`src/rtl/player_input_conditioner.sv`:
```
// rtl/player_input_conditioner.sv - two-player button synchronizer, debouncer, move cancel and shoot pulse/cooldown
module player_input_conditioner #(
    parameter int DEBOUNCE_CYCLES = 250000,
    parameter int COOLDOWN_CYCLES = 6250000
) (
    input  logic       clk_i,
    input  logic       reset_ni,
    input  logic       enable_i,
    input  logic [3:0] player_1_move_raw_i,
    input  logic [3:0] player_2_move_raw_i,
    input  logic       player_1_shoot_raw_i,
    input  logic       player_2_shoot_raw_i,
    output logic [3:0] player_1_move_o,
    output logic [3:0] player_2_move_o,
    output logic       player_1_shoot_o,
    output logic       player_2_shoot_o
);

    // Bit map of the packed input vector:
    //   [3:0] player 1 move, [7:4] player 2 move, [8] player 1 shoot, [9] player 2 shoot
    localparam int NUM_IN = 10;
    localparam int P1_SHOOT = 8;
    localparam int P2_SHOOT = 9;

    // Mismatch counter never exceeds DEBOUNCE_CYCLES-1: it is cleared on the
    // edge that accepts the new level, so it cannot wrap.
    localparam int DCW = $clog2(DEBOUNCE_CYCLES + 1);
    localparam logic [DCW-1:0] DEB_LAST = DCW'(DEBOUNCE_CYCLES - 1);

    // Cooldown counter only has to hold COOLDOWN_CYCLES-1; keep at least one bit
    // so the design still elaborates when the cooldown is disabled.
    localparam int CDW = (COOLDOWN_CYCLES > 1) ? $clog2(COOLDOWN_CYCLES) : 1;
    localparam logic [CDW-1:0] CD_LOAD = (COOLDOWN_CYCLES > 0) ? CDW'(COOLDOWN_CYCLES - 1) : '0;

    typedef enum logic [1:0] {
        SHOOT_READY    = 2'd0,
        SHOOT_FIRE     = 2'd1,
        SHOOT_COOLDOWN = 2'd2
    } shoot_state_t;

    logic [NUM_IN-1:0] raw_in;
    logic [NUM_IN-1:0] sync_meta;
    logic [NUM_IN-1:0] sync_q;
    logic [NUM_IN-1:0] deb_q;
    logic [NUM_IN-1:0] deb_load;
    logic [DCW-1:0]    mis_cnt_q [NUM_IN];
    logic [1:0]        shoot_rise;
    logic [1:0]        shoot_pulse;

    assign raw_in = {player_2_shoot_raw_i, player_1_shoot_raw_i,
                     player_2_move_raw_i, player_1_move_raw_i};

    // Up/down and left/right pressed together cancel each other out.
    function automatic logic [3:0] cancel_opposites(input logic [3:0] dir);
        logic [3:0] res;
        res = dir;
        if (dir[0] && dir[1]) begin
            res[1:0] = 2'b00;
        end
        if (dir[2] && dir[3]) begin
            res[3:2] = 2'b00;
        end
        return res;
    endfunction

    // Two-flop synchronizer on every raw button before anything else looks at it.
    always_ff @(posedge clk_i or negedge reset_ni) begin
        if (!reset_ni) begin
            sync_meta <= '0;
            sync_q    <= '0;
        end else begin
            sync_meta <= raw_in;
            sync_q    <= sync_meta;
        end
    end

    // A debounced bit accepts the synchronized level on the edge that completes
    // DEBOUNCE_CYCLES consecutive mismatching cycles.
    always_comb begin
        deb_load = '0;
        for (int i = 0; i < NUM_IN; i++) begin
            deb_load[i] = (sync_q[i] != deb_q[i]) && (mis_cnt_q[i] == DEB_LAST);
        end
    end

    // Debounced state and per-input mismatch counters.
    always_ff @(posedge clk_i or negedge reset_ni) begin
        if (!reset_ni) begin
            deb_q <= '0;
            for (int i = 0; i < NUM_IN; i++) begin
                mis_cnt_q[i] <= '0;
            end
        end else begin
            for (int i = 0; i < NUM_IN; i++) begin
                if (sync_q[i] == deb_q[i]) begin
                    mis_cnt_q[i] <= '0;
                end else if (deb_load[i]) begin
                    deb_q[i]     <= sync_q[i];
                    mis_cnt_q[i] <= '0;
                end else begin
                    mis_cnt_q[i] <= mis_cnt_q[i] + DCW'(1);
                end
            end
        end
    end

    // A shoot press is the edge on which the debounced shoot bit goes 0 -> 1.
    assign shoot_rise = {deb_load[P2_SHOOT] & sync_q[P2_SHOOT],
                         deb_load[P1_SHOOT] & sync_q[P1_SHOOT]};

    // Move levels come straight from the debounced registers, gated by enable.
    always_comb begin
        player_1_move_o = '0;
        player_2_move_o = '0;
        if (enable_i) begin
            player_1_move_o = cancel_opposites(deb_q[3:0]);
            player_2_move_o = cancel_opposites(deb_q[7:4]);
        end
    end

    for (genvar p = 0; p < 2; p++) begin : g_shoot
        shoot_state_t   state_q;
        shoot_state_t   state_d;
        logic [CDW-1:0] cd_q;
        logic [CDW-1:0] cd_d;
        logic           pulse_q;

        // Shoot FSM state, cooldown counter and registered FIRE decode.
        always_ff @(posedge clk_i or negedge reset_ni) begin
            if (!reset_ni) begin
                state_q <= SHOOT_READY;
                cd_q    <= '0;
                pulse_q <= 1'b0;
            end else begin
                state_q <= state_d;
                cd_q    <= cd_d;
                pulse_q <= (state_d == SHOOT_FIRE);
            end
        end

        // Presses seen outside READY are dropped; disabling the game aborts any cooldown.
        always_comb begin
            state_d = state_q;
            cd_d    = cd_q;
            if (!enable_i) begin
                state_d = SHOOT_READY;
                cd_d    = '0;
            end else begin
                case (state_q)
                    SHOOT_READY: begin
                        if (shoot_rise[p]) begin
                            state_d = SHOOT_FIRE;
                        end
                    end
                    SHOOT_FIRE: begin
                        if (COOLDOWN_CYCLES == 0) begin
                            state_d = SHOOT_READY;
                        end else begin
                            state_d = SHOOT_COOLDOWN;
                            cd_d    = CD_LOAD;
                        end
                    end
                    SHOOT_COOLDOWN: begin
                        if (cd_q == '0) begin
                            state_d = SHOOT_READY;
                        end else begin
                            cd_d = cd_q - CDW'(1);
                        end
                    end
                    default: begin
                        state_d = SHOOT_READY;
                        cd_d    = '0;
                    end
                endcase
            end
        end

        assign shoot_pulse[p] = pulse_q;
    end

    assign player_1_shoot_o = shoot_pulse[0];
    assign player_2_shoot_o = shoot_pulse[1];

endmodule

```
`config.mk`:
```
export PLATFORM = sky130hd
export DESIGN_NAME = player_input_conditioner
export DESIGN_NICKNAME = d
export VERILOG_FILES = /design/src/rtl/player_input_conditioner.sv
export SDC_FILE = /design/constraint.sdc
export NUM_CORES = 1
export LEC_CHECK = 0
export ABC_AREA = 1
export CORE_UTILIZATION = 60
export DETAILED_ROUTE_END_ITERATION = 7
export PLACE_DENSITY = 0.77
export SLEW_MARGIN = 20
export SYNTH_ARGS = -nofsm -noshare
export SYNTH_HDL_FRONTEND = slang
export SYNTH_SLANG_ARGS = --single-unit
export TNS_END_PERCENT = 50
```
`constraint.sdc`:
```
create_clock -name clk_i -period 2.3 [get_ports clk_i]
set_input_delay 0.23 -clock clk_i [delete_from_list [all_inputs] [get_ports clk_i]]
set_output_delay 0.23 -clock clk_i [all_outputs]
set_load 0.05 [all_outputs]
```
; ---- Word-level counts from Yosys, hierarchy flattened
; Index checks and enable logic that the tools add are counted.
[word_totals]
register_bits = 262
in_bits = 13
[classes]
n_addsub = 12
n_eq_ne = 40
muxes = 40
n_bitwise = 12
reduce_logical = 30
[ops]
columns = operator, n
row1 = 18-bit 2-to-1 mux, 20
row2 = "18-bit by 1-bit adder with 18-bit output, second input constant", 10
row3 = "18-bit == test, second input constant", 10
row4 = 23-bit one-hot mux with 3 select lines, 2
row5 = 23-bit 2-to-1 mux, 4
row6 = 23-bit zero test, 2
row7 = "23-bit by 1-bit subtractor with 23-bit output, second input constant", 2
row8 = 2-bit AND reduction, 12
row9 = 2-bit 2-to-1 mux, 10
row10 = 1-bit logical AND, 14
row11 = 2-bit one-hot mux with 3 select lines, 2
row12 = 1-bit == test, 10
row13 = 1-bit inequality test, 10
row14 = 1-bit inverter, 10
row15 = "2-bit by 1-bit == test with 1-bit output, second input constant", 4
row16 = 4-bit 2-to-1 mux, 2
row17 = "3-bit inequality test, second input constant", 2
row18 = "2-bit == test, second input constant", 2
row19 = 2-bit zero test, 2
row20 = "2-bit inequality test, second input constant", 2
row21 = 1-bit AND, 2

; ---- Longest topological paths before layout
; Gate-level depths: netlist (run 1).
[depth]
depth_word = 7
mapped_depth = 12
mapped_depth_nobuf = 12

; ---- Least setup slack after synthesis (run 1)
; Ideal clock, no wire load.
[synth_path]
kind = input to output
startpoint = input enable_i
endpoint = output player_1_move_o[2]
arrival_time_ns = 1.888
setup_slack_ns = 0.182
path_stages = 4
path_buffers = 2
path_cell_list = clkbuf_1 inv_1 buf_1 nor3_1
[synth_via]
elab_chain_cells = 1
[synth_lines]
columns = item, line
row1 = "start, declared", 8  ; input logic enable_i,
row2 = 4-bit 2-to-1 mux, 115  ; if (enable_i) begin
row3 = "end, declared", 13  ; output logic [3:0] player_1_move_o,
; No other way between the ends.

; ---- Worst setup path in the final report (run 1)
[layout_path]
startpoint = register g_shoot[1].cd_q[0]
endpoint = register g_shoot[1].cd_q[1]
[layout_via]
elab_chain_cells = 4
[layout_lines]
columns = item, line
row1 = "start, declared", 124  ; logic [CDW-1:0] cd_q;
row2 = "start signal, assigned", 132  ; cd_q <= '0;
row3 = "start signal, assigned", 136  ; cd_q <= cd_d;
row4 = 23-bit by 1-bit subtractor with 23-bit output, 167  ; cd_d = cd_q - CDW'(1);
row5 = 23-bit 2-to-1 mux, 164  ; if (cd_q == '0) begin
row6 = 23-bit one-hot mux with 3 select lines, 149  ; case (state_q)
row7 = 23-bit 2-to-1 mux, 145  ; if (!enable_i) begin
; Parallel ways exist; a longest one is shown, timed or not. The select of a mux whose other input is x is not followed.
; A chain may end at the register's enable or synchronous reset.

==> impl_metrics.ini, run 1 <==
[outcome]
outcome = finished clean

[power_and_ir_drop]
leakage_nw = 7.67
pwr-share-seq_pct = 44.6
ir_drop_uv = 819
p_comb_share_pct = 3.5
p_int_mw = 8.33
swShare_pct = 21.1
p_sw_mw = 2.23
clkPwrFrac_pct = 51.9
p_per_area_mw_per_mm2 = 668

[setup_path]
path_buf_inv = 2
start_kind = flip-flop
required_ns = 2.73
worstPathCellList = inv_1 -> ha_1 -> nand2_1 -> nor2_1 -> nand3_2 -> o21ai_4 -> buf_4 -> nand2_2 -> nand2_1 -> o21ai_2
max_stage_delay_ns = 0.41
crit_type = reg2reg
worstPathArrival_ns = 2.55
cp_slowest_cell = dfrtp_1
cp-end-kind = flip-flop
crit_path_max_fanout = 16
crit_family = simple AND/OR/NAND/NOR gates
path_common_cell = nand2_1

[routing]
first_pass_iters = 5
drt_wl_total_mm = 29.3
antenna_left = 0
drc = 0
drtIter0Drc = 825
post_drt_wl_per_cell_um = 13.4
vias_per_cell = 5.44
num_vias = 11900

[final_layout]
multi_input_area_mm2 = 0.00628
fin_util_pct = 69.8
fillers = 1813
drive_above_1_share_pct = 6.22
seq_area_mm2 = 0.00656
syn2layout_area_growth_pct = 14.3
num-nets-final = 1908
antenna_cells = 0

[synth]
synth_fa_ha_area_share_pct = 1.99
syn-instance-count = 1812
synthXorXnorAreaFrac_pct = 4.36
synthMuxAreaShare_pct = 0
yosysSeqAreaShare_pct = 47.4
synth.distinct_cells = 42
synth_seq_cells = 262
syn_area_mm2 = 0.0138
syn_nets = 1847
synth-compound-area-share_pct = 7.06
avgSynthCellArea_um2 = 7.63
synth_top_family_by_area = simple AND/OR/NAND/NOR gates
ys_warn_count = 0
synth-simple-area-share_pct = 32.0

[sta]
tightest_slew_ns = 0.879
min_period_over_period_pct = 92.3
drv_slew = 0
hold_viol = 0
finalCriticalPeriod_ns = 2.12
fin_tns_setup_ns = 0
finalSetupViolations = 0
rsz0062_at_grt = false
fmax_mhz = 471
skew_ns = 0.00950
holdWs_ns = 0.111
maxSlewHeadroom_pct = 41.2

[die]
die_area_mm2 = 0.0237
core_mm2 = 0.0226
start_util_pct = 61.1
io_pins = 23
die_height_um = 154
row_count = 55
die_x_um = 154

[cts]
cts_setup_buffers = 0
clk_latency_ns = 0.56
clockBufferDepth = 3
cts_tree = built
path_clk_slew_ns = 0.06
cts_buffers = 29
cts_root_buf = clkbuf_16
cts_max_level = 1
cts.sinks = 262

[global_routing]
grt_pass1_wl_mm = 51.6
grt_pass1_vias = 11600
grt.overflow.total = 0
antenna_found_initial = 0
grt_max_degree = 71
grt_usage_pct = 25.8

[place]
gp_congestion = 0.950
portBuffers = 22
place_hpwl_mm = 20.2

[hold_path]
hold_class = in2reg

[flow_run]
cap_viol_max_count = 0
[cell usage after synthesis (all sizes together)]
cell	instances	area share (%)
nor3	102	3.7
nand2	376	10
o211ai	1	0.054
a21oi	63	2.3
nand3	142	5.2
a31o	3	0.19
o31ai	3	0.16
or2	1	0.045
a211oi	3	0.16
dfrtp	262	47
o21ai	76	3.1
nand4	42	1.9
a21boi	1	0.054
inv	241	6.5
o21a	1	0.054
o211a	1	0.072
nor3b	16	0.87
and2	2	0.091
nor4	7	0.32
and3	8	0.36
buf	10	0.38
o22ai	4	0.18
a31oi	8	0.36
o21bai	7	0.38
xor2	39	2.5
ha	22	2.0
nor2	334	9.2
xnor2	29	1.9
clkbuf	8	0.23
[per-stage QoR]
stage	instances	power [mW]	setup slack [ns]	cell area, um^2
floorplan	1812	4.97	0.182	13800
global placement	2126	5.16	0.106	14600
detailed placement	2126	5.17	0.0724	14600
CTS	2181	10.7	0.214	15800
global route	2181	10.9	0.0527	15800
finish	2181	10.6	0.177	15800
[cells by family (layout without fill, tap and decap cells)]
group                    count (synthesis)  count (layout)
XOR/XNOR                                68              68
AO/OA/AOI/OAI                          171             171
AND/OR/NAND/NOR                       1030            1030
buffers and inverters                  259             343
adder cells (fa/ha/maj)                 22              22
flip-flops                             262             262
[metal layers]
| layer | part of all wire (%) | GRT usage [%] | up-vias | routed length (um) |
|---|---|---|---|---|
| li1 | - | - | 5973 | - |
| met1 | 46 | 34.5 | 5576 | 13400 |
| met4 | 2.2 | 7.00 | 0 | 658 |
| met3 | 3.9 | 3.27 | 54 | 1140 |
| met5 | 0 | 0 | - | 0 |
| met2 | 48 | 44.5 | 260 | 14100 |
[final timing paths]
check,from,to,slack [ns],depth (start not counted)
max in group asynchronous,reset_ni,mis_cnt_q[139],1.39,3
min in group asynchronous,reset_ni,mis_cnt_q[48],0.22,2
worst min-delay path,player_2_move_raw_i[1],sync_meta[5],0.11,1
worst min register to register,sync_meta[1],sync_q[1],0.35,0
worst max-delay path,g_shoot[1].cd_q[0],g_shoot[1].cd_q[1],0.18,10
worst max register to register,g_shoot[1].cd_q[0],g_shoot[1].cd_q[1],0.18,10
[cell type report]
type,instances,area share (%)
inverters,241,5.72
clock buffers,33,4.88
repair buffers,48,3.50
clock inverters,21,2.42
flip-flops and latches,262,41.5
well taps,285,2.26
multi-input cells,1291,39.7
[flip-flops by register name (all words and copies together) (netlist names)]
name,count
g_shoot.cd_q,46
player_1_shoot_o,1
deb_q,10
sync_q,10
sync_meta,10
g_shoot.state_q,4
mis_cnt_q,180
player_2_shoot_o,1
[power by group through the flow]
stage	clock (mW)	sequential, mW	combinational (mW)
after CTS	5.56	4.71	0.380
after global placement	0	4.80	0.368
final	5.48	4.71	0.370
after floorplan	0	4.79	0.177
after detailed placement	0	4.80	0.376
after global routing	5.74	4.72	0.431
[layout by cell type (no fill, tap or decap), types with 8 or more instances in the layout]
master,count
buf_12,12
o21ai_2,10
dfrtp_1,262
nor3b_1,16
bufinv_16,10
xnor2_1,28
xor2_1,39
a21oi_1,63
nor2_1,328
buf_4,21
a31oi_1,8
ha_1,22
o21ai_0,62
nand4_1,42
nand3_1,141
clkbuf_16,29
clkdlybuf4s50_1,13
and3_1,8
nand2_1,369
nor3_1,101
inv_1,241
[timing repair]
item / CTS / global route
resized for setup: 0 / 1
setup endpoints to repair: 0 / 1
endpoints found under the hold margin: 64 / 0
hold buffers: 1 / 0
Power figures use the tool's default switching activity.
==> inputs of run 2 (changes only) <==
Settings changed: DONT_BUFFER_PORTS set to 1, PLACE_DENSITY 0.77 to 0.76.
==> impl_metrics.ini, run 2 (synthesis results as in run 1) <==
[outcome]
outcome = finished with violations
violations = negative hold slack

[sta]
maxSlewHeadroom_pct = 27.0
holdWs_ns = -0.631
hold_viol = 262
fmax_mhz = 488
skew_ns = 0.0114
drv_slew = 0
fin_tns_setup_ns = 0
rsz0062_at_grt = false
min_period_over_period_pct = 89.1
finalCriticalPeriod_ns = 2.05
tightest_slew_ns = 1.09
finalSetupViolations = 0

[routing]
vias_per_cell = 5.39
post_drt_wl_per_cell_um = 13.1
first_pass_iters = 5
antenna_left = 0
drt_wl_total_mm = 28.3
num_vias = 11700
drtIter0Drc = 710
drc = 0

[setup_path]
rr_worst_depth = 10
worstPathCellList = dlygate4sd3_1 -> nand2_1 -> nor2_2 -> nand2_1 -> o21ai_1
crit_type = in2reg
crit_path_max_fanout = 26
cp_slowest_cell = dlygate4sd3_1
start_kind = input port
critPathLaunch = enable_i
max_stage_delay_ns = 1.26
rrSetupSlack_ns = 0.27
reg2reg_from = g_shoot[1].cd_q[0]
cp-end-kind = flip-flop
path_common_cell = nand2_1
r2r_end = g_shoot[1].cd_q[21]
required_ns = 2.77
worstPathArrival_ns = 2.52

[cts]
cts_root_buf = clkbuf_16
clockBufferDepth = 3
cts.sinks = 262
cts_max_level = 1
cts_buffers = 29
cts_tree = built
path_clk_slew_ns = 0.06
cts_hold_buf = 12
clk_latency_ns = 0.56

[final_layout]
largest_reg_flops = 180
instances_no_fill = 2168
top_regs = mis_cnt_q x180, g_shoot.cd_q x46
largest-register = mis_cnt_q
layout_common_cells = nand2_1 (369), nor2_1 (327), dfrtp_1 (262), inv_1 (241), nand3_1 (141)
drive_above_1_share_pct = 5.84
fillers = 1832
num-nets-final = 1896
syn2layout_area_growth_pct = 11.9
layout_commonest_cell = nand2_1
antenna_cells = 0

[global_routing]
grt_pass1_vias = 11200
busiest_layer = met2
grt_util_met2_pct = 42.2
grt_pass1_wl_mm = 50.2
grtUsageMet3_pct = 2.68
grt.overflow.total = 0
antenna_found_initial = 0
grt_usage_pct = 25.1
grt_max_degree = 263
use_met1_pct = 34.9

[die]
die_x_um = 154
io_pins = 23
row_count = 55
die_height_um = 154
die_area_mm2 = 0.0237
start_util_pct = 61.1
core_mm2 = 0.0226

[place]
place_hpwl_mm = 19.3
portBuffers = 0
numPlacedInstances = 2103
gp_congestion = 0.888

[flow_run]
cap_viol_max_count = 0

[power_and_ir_drop]
power_mw = 10.0
ir_drop_uv = 538
p_per_area_mw_per_mm2 = 647
leakage_nw = 7.55

[hold_path]
hold_class = in2async
[run 2: changes by cell type in the layout (fill, tap and decap cells not counted), moves of 2 or more]
cell / delta
clkdlybuf4s50_1: -13
buf_12: -12
dlygate4sd3_1: +11
bufinv_16: -4
buf_4: +3
nor3_1: -3
nor3_2: +3
clkinv_2: +2
clkinvlp_4: -2
[run 2: worst max-delay path by stage]
stage | to | slack (ns) | depth (start not counted)
after floorplan | player_1_move_o[2] | 0.18 | 4
after global placement | g_shoot[0].cd_q[9] | 0.33 | 6
after detailed placement | g_shoot[0].cd_q[22] | 0.25 | 6
after CTS | g_shoot[0].cd_q[22] | 0.06 | 5
after global routing | mis_cnt_q[33] | 0.04 | 10
final | g_shoot[0].cd_q[9] | 0.25 | 5
[run 2: where the power goes]
part / leakage (nW) / switching (mW) / total [mW] / internal (mW)
combinational: 3.45 / 0.154 / 0.248 / 0.0938
clock: 0.515 / 1.93 / 5.05 / 3.12
sequential: 3.59 / 0.0432 / 4.72 / 4.67
total: 7.55 / 2.13 / 10.0 / 7.89
[run 2: per-layer routing]
metal  vias up  part of all wire (%)
met1      5514                    48
li1       5938                     -
met4         0                   1.9
met5         -                     0
met3        42                   3.4
met2       194                    47
[run 2: cell type report]
type	count	area, um^2	area share (%)
well taps	285	357	2.30
repair buffers	36	300	1.94
clock buffers	35	788	5.09
multi-input cells	1291	6300	40.7
inverters	241	905	5.85
clock inverters	18	267	1.72
flip-flops and latches	262	6560	42.4
[run 2: critical path, delay by kind of cell]
family                 cells  cell delay (ns)
AND/OR/NAND/NOR            3             0.93
buffers and inverters      1             1.26
AO/OA/AOI/OAI              1             0.09
[run 2: per-stage QoR]
step	utilization [%]	worst slack, ns	instance area [um^2]
2_1_floorplan	-	0.182	13800
3_3_place_gp	63.1	0.330	14300
3_5_place_dp	63.1	0.253	14300
4_1_cts	68.3	0.0597	15500
5_1_grt	68.3	0.0446	15500
6_report	68.3	0.251	15500
[run 2: timing repair]
item                       4_1_cts  5_1_grt
hold endpoints to repair       297      262
buffers inserted                 0        0
setup endpoints to repair        0       13
resized for setup                0        2
==> inputs of run 3 (changes only) <==
Settings changed: SLEW_MARGIN 20 to 0.
==> results of run 3 <==
No change in the layout: final DEF, timing and power equal those of run 2.
==> RTL edit (config.mk and constraints of run 1) <==
The parameter `DEBOUNCE_CYCLES` goes from 250000 to 500000.
--- a/src/rtl/player_input_conditioner.sv
+++ b/src/rtl/player_input_conditioner.sv
@@ -2,3 +2,3 @@
 module player_input_conditioner #(
-    parameter int DEBOUNCE_CYCLES = 250000,
+    parameter int DEBOUNCE_CYCLES = 500000,
     parameter int COOLDOWN_CYCLES = 6250000
Check against the original RTL: same outputs for any inputs over 4 cycles, from zero or initial values and one cycle with reset_ni low; that may be too few to reach the edited logic, so the function may still have changed.
==> RTL edit against run 1 <==
  * Routed wire length rose by 12%
  * Final area rose by 6.1%
  * Highest routed layer unchanged
  * Setup slack improved by 91 ps
  * Worst hold slack got worse by 50 ps
  * Sequential share of layout area fell by 0.89 points
  * Sequential cell count rose by 10
  * Total power fell by 3.7%
  * Critical path type unchanged
  * Critical path depth fell by 1
  * Area after synthesis rose by 8.4%
==> RTL edit: results (changes against run 1) <==
[logic_synthesis]
ys_types = 46  ; +9.5%
ys_seq_area_share_pct = 45.41  ; -2.0 points
synth_mux_area_share_pct = 0.1502  ; +0.15 points
synth_compound_area_share_pct = 5.442  ; -1.6 points
synth_fa_ha_area_share_pct = 1.836  ; -0.15 points
synth_xor_xnor_area_share_pct = 5.367  ; +1.0 points
syn_nets = 2037  ; +10%
ys_top_cells_by_area = dfrtp_1, nand2_1, nor2_1, inv_1, nand3_1
yosys-top-cells-count = nand2_1, nor2_1, dfrtp_1

[power]
power_leakage_uw = 0.007871  ; +2.6%
ir_drop_v = 0.0006049  ; -26%

[drt]
viasPerCell = 5.510  ; +1.3%
finalWirelength_um = 32880  ; +12%
first_iter_violations = 1144  ; +39%
first_pass_iters = 7  ; +2

[global_route]
grt_max_degree = 59  ; -17%
first_global_vias = 12890  ; +11%
grt_first_pass_wirelength_um = 57840  ; +12%
track_usage_pct = 26.50  ; +0.67 points

[placed_design]
preCtsSetupSlack_ps = 318.9  ; +246.4 ps
place_congestion = 0.9411  ; -0.96%
place_area_um2 = 15750  ; +7.6%
hpwl_um = 23800  ; +18%

[timing]
relSlewSlack_pct = 57.84  ; +17 points
finClkSkew_ps = 14.98  ; +5.485 ps

[setup_path]
slowest_stage = nand2_1
critPathMaxStageDelay_ps = 390  ; -20 ps
path_max_fanout = 11  ; -5
critPathArrivalTime_ps = 2510  ; -40 ps
r2r_cells = 9  ; -1

[finish]
fillers = 2083  ; +15%
largest_reg_flops = 190  ; +5.6%
drive_above_1_share_pct = 5.561  ; -0.66 points
nNetsFinal = 2098  ; +10%

[run_status]
outcome = complete, no violations

[hold_path]
hold_depth = 3  ; +2

[RTL edit: changes by cell type after synthesis, moves of 9 or more]
| cell | before | now |
|---|---|---|
| a21oi_1 | 63 | 50 |
| xor2_1 | 39 | 68 |
| nor2_1 | 329 | 363 |
| o21ai_0 | 62 | 49 |
| nand4_1 | 42 | 86 |
| inv_1 | 241 | 263 |
| nand3_1 | 141 | 170 |
| dfrtp_1 | 262 | 272 |
| nand2_1 | 369 | 425 |
| nor3b_1 | 16 | 7 |
[RTL edit: critical path: cells and delay by family (launching register included)]
| kind | cells | cell delay, ps |
|---|---|---|
| fa+ha+maj | 1 | 230 |
| buf+inv | 1 | 90 |
| flops | 1 | 360 |
| simple gates | 7 | 1290 |
[RTL edit: cells by family after synthesis]
family / count (synthesis)
AND/OR/NAND/NOR: 1192
adder cells (fa/ha/maj): 22
flip-flops: 272
multiplexers: 2
XOR/XNOR: 91
buffers and inverters: 283
AO/OA/AOI/OAI: 140
[RTL edit: what timing repair did]
item,CTS,global route
setup endpoints to repair,0,0
hold endpoints to repair,51,0
buffers inserted,0,0
hold buffers,1,0
[RTL edit: report_power, final]
part	switching (uW)	internal, uW
registers	51.5	4850
logic	266	119
clock network	1920	2960
total	2240	7930
[RTL edit: layout make-up]
cell class / instances / area, um2 / area share [%]
Multi-Input combinational cell: 1447 / 7099 / 42.33
Sequential cell: 272 / 6807 / 40.58
Inverter: 266 / 998.5 / 5.953
Clock buffer: 41 / 830.8 / 4.953
Timing Repair Buffer: 47 / 452.9 / 2.700
Tap cell: 324 / 405.4 / 2.417
Clock inverter: 13 / 178.9 / 1.067
[RTL edit: worst paths after layout]
| path | from | to | slack, ps |
|---|---|---|---|
| worst max-delay path | g_shoot[0].cd_q[0] | g_shoot[0].cd_q[0] | 270 |
| worst min-delay path | enable_i | g_shoot[1].cd_q[6] | 60 |
| worst max register to register | g_shoot[0].cd_q[0] | g_shoot[0].cd_q[0] | 270 |
| worst min register to register | sync_meta[5] | sync_q[5] | 350 |
| max in group asynchronous | reset_ni | mis_cnt_q[173] | 1310 |
| min in group asynchronous | reset_ni | mis_cnt_q[51] | 200 |
[RTL edit: stage by stage]
step | power (uW) | std cells
floorplan | 5167 | 2002
global placement | 5364 | 2355
global route | 10540 | 2410
CTS | 10280 | 2410
finish | 10170 | 2410
detailed placement | 5379 | 2355
[RTL edit: per-layer routing]
metal	track usage [%]	part of all wire [%]	routed length [um]
met1	35.67	46	15010
met2	44.17	47	15560
met3	3.636	4.4	1453
met4	9.004	2.6	851
met5	0	0	0
